File: config.mk
export PLATFORM = sky130hd
export DESIGN_NAME = wave_fetch
export DESIGN_NICKNAME = d
export VERILOG_FILES = /design/src/rtl/wave_fetch.sv
export SDC_FILE = /design/constraint.sdc
export NUM_CORES = 2
export LEC_CHECK = 0
export CAP_MARGIN = 20
export CORE_AREA = 2 2 395 553
export CTS_CLUSTER_DIAMETER = 80
export DETAILED_ROUTE_END_ITERATION = 6
export DIE_AREA = 0 0 397 555
export DONT_BUFFER_PORTS = 1
export MAX_ROUTING_LAYER = met4
export SYNTH_ARGS = -nofsm -noshare
export SYNTH_HDL_FRONTEND = slang
export SYNTH_SLANG_ARGS = --single-unit
File: constraint.sdc
create_clock -name clk -period 2.64 [get_ports clk]
set_input_delay 0.528 -clock clk [delete_from_list [all_inputs] [get_ports clk]]
set_output_delay 0.528 -clock clk [all_outputs]
set_load 0.02 [all_outputs]
File: src/rtl/wave_fetch.sv
// wave_fetch: copies one WAVE_LEN-sample waveform per frame from a wave RAM into a column buffer and tracks its peaks.
// Define WAVE_FETCH_DBUF_EN for a double-buffered column store that swaps banks when a fetch completes.
module wave_fetch #(
    parameter int WAVE_LEN = 300,
    parameter int RD_LAT   = 1
) (
    input  logic       clk,
    input  logic       rstn,
    input  logic       frame_start,
    output logic       ram_rd_clk,
    output logic       ram_rd_en,
    output logic [8:0] wave_rd_addr,
    input  logic [7:0] wave_rd_data,
    output logic       ram_rd_over,
    output logic       busy,
    output logic       buf_valid,
    input  logic [8:0] col_addr,
    output logic [7:0] col_data,
    output logic [7:0] wave_max,
    output logic [7:0] wave_min
);
    typedef enum logic [1:0] {IDLE, READ, DRAIN, DONE} state_t;

    localparam logic [8:0] LAST_ADDR  = 9'(WAVE_LEN - 1);
    localparam logic [1:0] LAST_DRAIN = 2'(RD_LAT - 1);

    state_t            state_q, state_d;
    logic              ram_rd_en_q, ram_rd_en_d;
    logic [8:0]        rd_addr_q, rd_addr_d;
    logic [1:0]        drain_cnt_q, drain_cnt_d;
    logic              over_q, over_d;
    logic              busy_q, busy_d;
    logic              valid_q, valid_d;
    logic [RD_LAT-1:0] dly_en_q, dly_en_d;
    logic [8:0]        dly_addr_q [RD_LAT];
    logic [8:0]        dly_addr_d [RD_LAT];
    logic              first_q, first_d;
    logic [7:0]        run_max_q, run_max_d;
    logic [7:0]        run_min_q, run_min_d;
    logic [7:0]        max_q, max_d;
    logic [7:0]        min_q, min_d;
    logic [7:0]        col_q, col_d;
    logic              cap_en;
    logic [8:0]        cap_addr;
    logic [7:0]        rd_sample;

    always_comb begin
        state_d     = state_q;
        ram_rd_en_d = 1'b0;
        rd_addr_d   = '0;
        drain_cnt_d = drain_cnt_q;
        unique case (state_q)
            IDLE: begin
                if (frame_start) begin
                    state_d     = READ;
                    ram_rd_en_d = 1'b1;
                end
            end
            READ: begin
                if (rd_addr_q == LAST_ADDR) begin
                    state_d     = DRAIN;
                    drain_cnt_d = '0;
                end else begin
                    ram_rd_en_d = 1'b1;
                    rd_addr_d   = rd_addr_q + 9'd1;
                end
            end
            DRAIN: begin
                if (drain_cnt_q == LAST_DRAIN) begin
                    state_d = DONE;
                end else begin
                    drain_cnt_d = drain_cnt_q + 2'd1;
                end
            end
            DONE:    state_d = IDLE;
            default: state_d = IDLE;
        endcase
        over_d  = (state_d == DONE);
        busy_d  = (state_d != IDLE);
        valid_d = valid_q | (state_d == DONE);
    end

    // Read requests travel through an RD_LAT-deep pipe so each capture lines up with its returning data.
    always_comb begin
        dly_en_d[0]   = ram_rd_en_q;
        dly_addr_d[0] = rd_addr_q;
        for (int i = 1; i < RD_LAT; i++) begin
            dly_en_d[i]   = dly_en_q[i-1];
            dly_addr_d[i] = dly_addr_q[i-1];
        end
    end

    assign cap_en   = dly_en_q[RD_LAT-1];
    assign cap_addr = dly_addr_q[RD_LAT-1];

    always_comb begin
        first_d   = first_q;
        run_max_d = run_max_q;
        run_min_d = run_min_q;
        if (cap_en) begin
            first_d = 1'b0;
            if (first_q || wave_rd_data > run_max_q) run_max_d = wave_rd_data;
            if (first_q || wave_rd_data < run_min_q) run_min_d = wave_rd_data;
        end
        if (state_q == IDLE && frame_start) first_d = 1'b1;
        max_d = (state_q == DONE) ? run_max_q : max_q;
        min_d = (state_q == DONE) ? run_min_q : min_q;
        col_d = ({1'b0, col_addr} < 10'(WAVE_LEN)) ? rd_sample : 8'd0;
    end

    always_ff @(posedge clk or negedge rstn) begin
        if (!rstn) begin
            state_q     <= IDLE;
            ram_rd_en_q <= 1'b0;
            rd_addr_q   <= '0;
            drain_cnt_q <= '0;
            over_q      <= 1'b0;
            busy_q      <= 1'b0;
            valid_q     <= 1'b0;
            dly_en_q    <= '0;
            for (int i = 0; i < RD_LAT; i++) dly_addr_q[i] <= '0;
            first_q     <= 1'b0;
            run_max_q   <= '0;
            run_min_q   <= '0;
            max_q       <= '0;
            min_q       <= '0;
            col_q       <= '0;
        end else begin
            state_q     <= state_d;
            ram_rd_en_q <= ram_rd_en_d;
            rd_addr_q   <= rd_addr_d;
            drain_cnt_q <= drain_cnt_d;
            over_q      <= over_d;
            busy_q      <= busy_d;
            valid_q     <= valid_d;
            dly_en_q    <= dly_en_d;
            dly_addr_q  <= dly_addr_d;
            first_q     <= first_d;
            run_max_q   <= run_max_d;
            run_min_q   <= run_min_d;
            max_q       <= max_d;
            min_q       <= min_d;
            col_q       <= col_d;
        end
    end

`ifdef WAVE_FETCH_DBUF_EN
    // Captures fill the back bank; the display only ever sees the front bank.
    logic [7:0] mem_q [2][WAVE_LEN];
    logic       front_q, front_d;

    always_comb front_d = (state_q == DONE) ? ~front_q : front_q;

    always_ff @(posedge clk or negedge rstn) begin
        if (!rstn) front_q <= 1'b0;
        else       front_q <= front_d;
    end

    always_ff @(posedge clk) begin
        if (cap_en) mem_q[~front_q][cap_addr] <= wave_rd_data;
    end

    assign rd_sample = mem_q[front_q][col_addr];
`else
    logic [7:0] mem_q [WAVE_LEN];

    always_ff @(posedge clk) begin
        if (cap_en) mem_q[cap_addr] <= wave_rd_data;
    end

    assign rd_sample = mem_q[col_addr];
`endif

    assign ram_rd_clk   = clk;
    assign ram_rd_en    = ram_rd_en_q;
    assign wave_rd_addr = rd_addr_q;
    assign ram_rd_over  = over_q;
    assign busy         = busy_q;
    assign buf_valid    = valid_q;
    assign col_data     = col_q;
    assign wave_max     = max_q;
    assign wave_min     = min_q;

endmodule
==> flow_summary.yaml <==
timing:
  grt_setup_unrepaired: "true"
  drv_slew: 0
  clock_skew_ns: 0.0551
  hold_viol_final: 87
  finalSetupViolCount: 0
  holdWs_ns: -0.242
  fmax_ghz: 0.385
  maxSlewHeadroom_pct: 12.2
  tightest_slew_ns: 1.31
  min_period_ns: 2.60
  fin_crit_sh_pct: 98.5
route:
  ant_nets: 0
  route.detailed.drc: 0
  drt_iter0_drc: 4831
  drt-wirelength-per-cell_um: 33.1
  vias: 47900
  via_per_inst: 5.95
  totalWireLength_um: 267000
  drt_pre_antenna_iters: 5
global_routing:
  grt_pass1_vias: 47800
  grt_max_degree: 628
  grtUsageTotal_pct: 23.0
  grt_overflow: 0
  grt_pass1_wl_um: 352000
  antenna_found_initial: 8
worst_setup_path:
  critPathTopFamily: "compound AO/OA/AOI/OAI gates"
  cp-end-kind: "register"
  ff2ff_path_depth: 8
  critPathLaunch: "col_addr[3]"
  critPathRequiredTime_ns: 3.40
  crit_path_top_delay_cell: "a221oi_1"
  path_buf_inv: 0
  startpoint_type: "input pin"
  crit_top_cell: "a221oi_1"
  crit_arrival_ns: 3.36
  critical_path_depth: 6
  regToRegStartpoint: "mem_q[44][7]"
  path_class: "input pin to register"
  r2r_slack_ns: 0.08
  r2r_end: "col_data[7]"
  endpoint: "col_data[4]"
  critPathMaxFanout: 227
  cp_slowest_stage_delay_ns: 0.62
  path_cells: "a221oi_1, o21ai_0, nor4bb_1, a221oi_1, nand4_1, a211oi_1"
clock_network:
  cts_root_buffer: "clkbuf_16"
  clk_path_buf_depth: 4
  cts.sinks: 2468
  clkTransAtPathRegs_ns: 0.06
  cts_inserted_buffers: 231
  htreeDepth: 4
  cts_tree: "yes"
  clkLatencyLatePin_ns: 0.88
outcome:
  outcome: "finished, violations left"
  violations: "hold timing"
finish:
  drive_gt1_share_pct: 31.6
  fillers: 17000
  area_growth_pct: 15.3
  finalCoreUtilization_pct: 51.5
  nNetsFinal: 5036
  stdcell_area_um2: 111000
synthesis:
  synthDistinctLibCells: 68
  yosys-top-cells-area: "edfxtp_1 (75%), mux4_2 (15%), dfrtp_1 (1.8%)"
  yosys-top-cells-count: "edfxtp_1 (2400), mux4_2 (649), nor2_1 (353)"
  synth_nets: 4454
  synth_top_area_share_pct: 74.8
  ys_ff_latch: 2468
  synth_most_common_cell: "edfxtp_1"
  synth_edf_count: 2400
  yosysWarningCount: 0
  synthFlopType: "edfxtp_1"
  synth_area_per_cell_um2: 21.8
  ys_async_sr_fraction_pct: 2.76
  syn_area_um2: 96300
  syn_inst: 4417
  synth.largest_area_cell: "edfxtp_1"
  seq_area_frac_synth_pct: 76.6
placement:
  hpwl_um: 137000
  gp_congestion: 0.850
  place_area_um2: 103000
  io_buffers: 0
die:
  die_h_um: 555
  die_x_um: 397
  io_pins: 58
  dieArea_um2: 220000
  start_util_pct: 44.7
  num_rows: 202
  coreArea_um2: 216000
pwr:
  leakagePower_uw: 0.0359
  irDropWorstVdd_mv: 0.568
  p_per_area_nw_per_um2: 714
run:
  maxCapViolations: 0
min_path:
  hp-class: "input pin to register"
  hold_path.startpoint: "col_addr[8]"
[sequential cells by signal (all words and copies together) (netlist names), 8 cells and up]
name	flops
cap_addr	9
col_data	8
mem_q	2400
run_max_q	8
run_min_q	8
wave_max	8
wave_min	8
wave_rd_addr	9
[cell families after synthesis]
kind of cell | synth area share (%)
mux | 17.0
flops | 76.6
fa+ha+maj | 0.221
simple gates | 2.54
xor+xnor | 0.0636
buf+inv | 1.79
compound gates | 1.81
[layout make-up]
| type | count | area [um2] | share of cell area, % |
|---|---|---|---|
| multi-input cells | 1670 | 21000 | 18.9 |
| clock inverters | 141 | 1150 | 1.04 |
| flip-flops and latches | 2468 | 73800 | 66.4 |
| clock buffers | 275 | 6030 | 5.43 |
| diodes | 14 | 35.0 | 0.0315 |
| repair buffers | 603 | 5430 | 4.89 |
| well taps | 2856 | 3570 | 3.22 |
| inverters | 25 | 93.8 | 0.0845 |
[cells in the final DEF (no fill, tap or decap), types with 16 or more instances in the layout]
cell type	instances
nand2b_1	16
dlygate4sd3_1	18
buf_16	20
buf_12	16
clkbuf_1	38
a22oi_1	26
nor2_1	353
mux2i_1	117
a211oi_1	17
a21oi_1	41
buf_4	531
mux2_2	44
clkinv_2	48
nor2b_1	23
inv_1	25
clkbuf_16	247
nand3_1	26
edfxtp_1	2400
ha_1	17
bufinv_16	16
o21ai_0	42
o211ai_1	20
nand2_1	83
clkinv_1	58
mux4_2	649
dfrtp_1	68
[what timing repair did]
action	4_1_cts	5_1_grt
endpoints found under the setup margin	5	17
hold buffers	3	34
endpoints found under the hold margin	1809	836
gates cloned	0	18
resized for setup	9	14
pin swaps	3	1
setup buffers	1	0
[worst register-to-register path, cell delays in order, from the launching register on]
cell and delay [ns]:
edfxtp_1 0.38, mux4_2 0.49, mux4_2 0.54, a22o_1 0.27, a221oi_2 0.21, buf_4 0.15, nor3_1 0.08, nor4_2 0.23
a21oi_1 0.07
[metrics by stage]
stage / setup slack, ns / std cells / power, uW / TNS, ns
3_5_place_dp: -1.17 / 7561 / 46900 / -10.66
6_report: 0.0401 / 8052 / 79400 / 0
3_3_place_gp: -1.24 / 7561 / 46900 / -9.83
2_1_floorplan: -0.0928 / 4417 / 46600 / -0.386
4_1_cts: 0.00777 / 7981 / 78900 / 0
5_1_grt: -0.0190 / 8040 / 81500 / -0.105
[report_power, final]
part	switching [uW]	internal (uW)
sequential	124	43100
combinational	2090	1860
clock	14400	17800
[routing by layer]
layer | vias up | track usage (%) | wire length, um | share of wire [%]
met1 | 25900 | 29.3 | 98300 | 37
li1 | 19600 | - | - | -
met4 | 0 | 6.87 | 9550 | 3.6
met3 | 411 | 3.12 | 19500 | 7.3
met5 | - | - | 0 | 0
met2 | 2034 | 38.6 | 140000 | 52
[worst min-delay path by stage]
| stage | endpoint | slack, ns | depth (start not counted) |
|---|---|---|---|
| finish | col_data[6] | -0.24 | 1 |
| CTS | col_data[6] | -0.31 | 1 |
| global route | col_data[0] | -0.27 | 1 |
| global placement | wave_rd_addr[7] | 0.24 | 0 |
| floorplan | buf_valid | 0.23 | 0 |
| detailed placement | wave_rd_addr[6] | 0.24 | 0 |
Power figures use the tool's default switching activity.
